<file path="config.mk">
export PLATFORM = sky130hd
export DESIGN_NAME = hazard_ctrl
export DESIGN_NICKNAME = d
export VERILOG_FILES = /design/src/rtl/hazard_ctrl.sv
export SDC_FILE = /design/constraint.sdc
export NUM_CORES = 1
export LEC_CHECK = 0
export ABC_AREA = 1
export CAP_MARGIN = 20
export CORE_MARGIN = 4
export CORE_UTILIZATION = 61
export DETAILED_ROUTE_END_ITERATION = 10
export PLACE_DENSITY = 0.86
export REMOVE_ABC_BUFFERS = 1
export SLEW_MARGIN = 20
export SYNTH_ARGS = -nofsm -noshare
export SYNTH_HDL_FRONTEND = slang
export SYNTH_SLANG_ARGS = --single-unit
</file>
<file path="constraint.sdc">
create_clock -name clk -period 5.9 [get_ports clk]
set_clock_uncertainty 0.2 [all_clocks]
set_input_delay 1.475 -clock clk [delete_from_list [all_inputs] [get_ports clk]]
set_output_delay 1.475 -clock clk [all_outputs]
set_load 0.01 [all_outputs]
</file>
<file path="src/rtl/hazard_ctrl.sv">
// Issue-stage hazard control: per-register pending-result scoreboard, stall/flush generation
// for the ISSUE->EXECUTE register, and a saturating stall-cycle counter.
module hazard_ctrl #(
    parameter int unsigned NUM_REGS = 16,
    parameter int unsigned LAT_W    = 2,
    parameter int unsigned PERF_W   = 32
) (
    input  logic                        clk,
    input  logic                        rst,
    input  logic                        iss_valid,
    input  logic [$clog2(NUM_REGS)-1:0] iss_rs1_addr,
    input  logic [$clog2(NUM_REGS)-1:0] iss_rs2_addr,
    input  logic                        iss_use_rs1,
    input  logic                        iss_use_rs2,
    input  logic [$clog2(NUM_REGS)-1:0] iss_rd_addr,
    input  logic                        iss_we,
    input  logic [LAT_W-1:0]            iss_lat,
    input  logic                        ex_busy,
    input  logic                        redirect,
    output logic                        stall,
    output logic                        flush,
    output logic [NUM_REGS-1:0]         sb_pending,
    output logic [PERF_W-1:0]           stall_cycles
);

    localparam int unsigned AW = $clog2(NUM_REGS);

    logic [LAT_W-1:0]  cnt_q [NUM_REGS];
    logic [LAT_W-1:0]  cnt_d [NUM_REGS];
    logic [PERF_W-1:0] stall_cycles_q, stall_cycles_d;

    logic raw1, raw2, waw, hazard, fire;

    // Register 0 is hardwired zero, so its address never creates a dependency.
    always_comb begin
        raw1   = iss_use_rs1 && (iss_rs1_addr != AW'(0)) && (cnt_q[iss_rs1_addr] != '0);
        raw2   = iss_use_rs2 && (iss_rs2_addr != AW'(0)) && (cnt_q[iss_rs2_addr] != '0);
        waw    = iss_we && (iss_rd_addr != AW'(0)) && (cnt_q[iss_rd_addr] != '0);
        hazard = iss_valid && (raw1 || raw2 || waw);
    end

    // Redirect wins over every stall source; both controls are quiet during reset.
    always_comb begin
        flush = !rst && redirect;
        stall = !rst && !redirect && (ex_busy || hazard);
    end

    // Single-cycle results are covered by forwarding and are never recorded.
    always_comb begin
        fire = iss_valid && !stall && !redirect && iss_we &&
               (iss_rd_addr != AW'(0)) && (iss_lat != '0);
    end

    always_comb begin
        for (int r = 0; r < NUM_REGS; r++) begin
            cnt_d[r] = cnt_q[r];
            if (!ex_busy && (cnt_q[r] != '0)) begin
                cnt_d[r] = cnt_q[r] - LAT_W'(1);
            end
        end
        if (fire) begin
            cnt_d[iss_rd_addr] = iss_lat;
        end
        cnt_d[0] = '0;
    end

    always_comb begin
        stall_cycles_d = stall_cycles_q;
        if (stall && (stall_cycles_q != {PERF_W{1'b1}})) begin
            stall_cycles_d = stall_cycles_q + PERF_W'(1);
        end
    end

    always_ff @(posedge clk) begin
        if (rst) begin
            for (int r = 0; r < NUM_REGS; r++) begin
                cnt_q[r] <= '0;
            end
            stall_cycles_q <= '0;
        end else begin
            for (int r = 0; r < NUM_REGS; r++) begin
                cnt_q[r] <= cnt_d[r];
            end
            stall_cycles_q <= stall_cycles_d;
        end
    end

    always_comb begin
        for (int r = 0; r < NUM_REGS; r++) begin
            sb_pending[r] = (cnt_q[r] != '0);
        end
    end

    assign stall_cycles = stall_cycles_q;

endmodule

</file>
==> results by group <==
Status
  – Status: finished, final reports clean

Synthesis
  – Commonest cells in the netlist: 207 x nand2_1, 77 x nor2_1, 75 x inv_1
  – Average cell area after synthesis: about 6.4 sq um
  – Post-synthesis compound-gate area fraction: 0.1352
  – EDFF count, synth: 0
  – Post-synthesis instance area: about 5200 sq um
  – Warning count from the yosys run: 0
  – Post-synthesis sequential area ratio: 0.2373
  – Synth top area cells: dfxtp_1 24%, nand2_1 15%, xor2_1 6.7%
  – Largest family of logic cells by synthesized area: simple AND/OR/NAND/NOR gates
  – Synth Instances: 817
  – Synth Area in XOR/XNOR: 0.07368
  – Simple-Gate Fraction of Synth Area: 0.4010
  – Post-Synth Adder-Cell Area: 0.03828
  – Leading area contributor after synthesis: dfxtp_1
  – Cell variety after synth: 40
  – Synth async-reset ratio: 0
  – Dominant register cell in the synthesized netlist: dfxtp_1
  – Count leader, synth: nand2_1
  – Share of the synthesized area in the top cell type: 0.2373
  – Proportion of synthesized area in mux cells: 0
  – Post-synthesis register bit count: 62

Timing
  – Final hold slack: roughly 0.28 ns
  – Fmax: 180.0 MHz
  – Slew @ Worst Pin: about 0.88 ns
  – Max-slew violation count: 0
  – Setup ws final: ~0.35 ns
  – Hold Fails Final Rpt: 0
  – Setup Viol. Count Final: 0
  – RSZ-0062 raised after global routing: false
  – Final min period: 5.555 ns
  – Slew HR: 0.4105
  – Setup TNS: 0 ns
  – Post-route clock period utilization: 0.9415

Die
  – Floorplan row count: 33
  – DIE AREA: just over 10000 sq um
  – Chip height: just over 100 um
  – Die W: roughly 100 um
  – Core ar.: just over 8000 sq um
  – I/O pins: 72
  – Initial core utilization: 0.6333

Power and ir drop
  – Pwr dens: around 220 nW/um^2
  – Total power: between 1000 and 1500 uW
  – P_int: between 800 and 900 uW
  – Maximum VDD drop: around 0.00017 V
  – Sw Ratio: 0.3879
  – Static leakage: 0.002481 uW
  – Combinational power share: 0.397
  – Reg power frac: 0.350
  – Switching Power: approximately 530 uW
  – Clk pwr share: 0.254

Worst setup path
  – CP most frequent cell: nand2_1
  – Worst endpoint required time: 4.22 ns
  – CP max stage cell: clkdlybuf4s50_1
  – CP startpoint kind: primary input
  – Crit path max-delay family: buffers and inverters
  – Max stage delay on crit path: around 0.72 ns
  – Worst path bufs/invs: 5
  – WP data arrival: slightly below 4 ns
  – Cells along the critical path: clkdlybuf4s50_1 -> inv_2 -> nand2_1 -> nand3_1 -> nand2_1 -> inv_2 -> nand2_1 -> nand2_1 -> nand2_1 -> nand3_1 -> nand3_2 -> nand2_4 -> nand2_8 -> nand2_8 -> inv_2 -> clkdlybuf4s50_1
  – CP Class: in2out
  – Crit Path Max Fanout: 32
  – CP Capture Type: output port

Clock network
  – Root Buffer: clkbuf_8
  – H-tree depth: 3
  – TritonCTS buffer count: 9
  – Clk buf depth: 2
  – Clk sink count: just over 60
  – # hold bufs at CTS: 0
  – CTS tree: built
  – Worst skew pair latency: around 0.35 ns
  – Clock transition at path regs: about 0.080 ns
  – PostCTS Resize Cnt: 0
  – Setup Buffers After CTS: 0

Route
  – Final WL: 15100 um
  – DR vias/cell: roughly 5.7
  – Total number of vias: 5591
  – Post-DR wirelength/cell: approximately 15 um
  – Residual DRC: 0
  – Antenna-violating nets left: 0
  – Starting DRT DRC Count: 308
  – DR pass1 iterations: 5

Finish
  – Layout Utilization: 0.7335
  – Area grow syn2layout: 15.81%
  – Final net count: slightly above 900
  – Share of cells above drive strength 1: 0.1324
  – Ant diodes: 0

Global route
  – GRT overflow: 0
  – Vias in the first global route: about 5300
  – Total Routing Usage GR: 0.3027
  – Global-route wire length before repair: around 25000 um
  – Initial antenna violation count: 0
  – Largest net degree at the start of global routing: 42

Place
  – Port Buffers: 70
  – DP HPWL: 11250 um
  – GPL Wtd Cong: 0.9834
  – Place WS: approximately 0.35 ns

Min path
  – Worst hold path type: reg2reg

Flow run
  – Max cap viols: 0
==> cell families after synthesis <==
kind of cell               Yosys count
and+or+nand+nor                    447
buffers and inverters              131
AOI/OAI and AO/OA                  116
DFF                                 62
xor gates and xnor gates            44
adders and majority gates           16
other                                1
==> stage by stage <==
stage          cell area, sq um  std cells
5_1_grt                    6057        981
2_1_floorplan              4995        782
6_report                   6057        981
4_1_cts                    6057        981
3_5_place_dp               5889        965
3_3_place_gp               5889        965
==> area by class of cell <==
class / instances / area [sq um]
multi-input combinational: 624 / 3401
fill: 720 / 2201
sequential: 62 / 1241
timing repair buffer: 78 / 755.7
inverter: 96 / 360.3
clock buffer: 12 / 145.1
tap: 105 / 131.4
clock inverter: 4 / 22.52
==> worst min-delay path: stages, from the launching register on <==
cell	delay [ns]
dfxtp_1	0.33
nand2_1	0.06
a21oi_1	0.05
==> registers in the layout, indices dropped and copies added, names as in the netlist <==
register,flops
stall_cycles,32
cnt_q,30
==> power by group through the flow <==
stage,Combinational [uW],Clock [uW],Sequential [uW]
after floorplan,359,0,479
after global placement,513,0,482
after detailed placement,532,0,484
after CTS,536,346,474
after global routing,605,363,478
final,538,344,475
==> layer usage <==
layer	vias to the layer above	track usage	wire, um
li1	2763	-	-
met1	2553	0.3553	6020
met2	225	0.5357	7518
met3	50	0.05744	1050
met4	0	0.1264	512
met5	-	0	0
==> placed cells by master (no fill, tap or decap), types with 4 or more instances in the layout <==
master,instances
nand4_1,38
clkbuf_8,10
a21oi_2,30
nor4_1,7
dfxtp_1,62
nand3_1,55
xnor2_1,4
clkdlybuf4s50_1,69
xor2_1,40
o21ai_1,4
nor3_1,17
buf_4,8
nand2_2,30
nand2_1,207
ha_1,16
o21ai_0,30
inv_1,75
a21oi_1,48
inv_2,18
nor2_1,77
==> final timing paths <==
path	start	endpoint	slack, ns	depth (start not counted)
max	iss_rs2_addr[0]	stall	0.35	16
min	stall_cycles[31]	stall_cycles[31]	0.28	2
max reg2reg	cnt_q[10][0]	cnt_q[11][1]	3.04	17
min reg2reg	stall_cycles[31]	stall_cycles[31]	0.28	2
(Power assumes the default switching activity.)
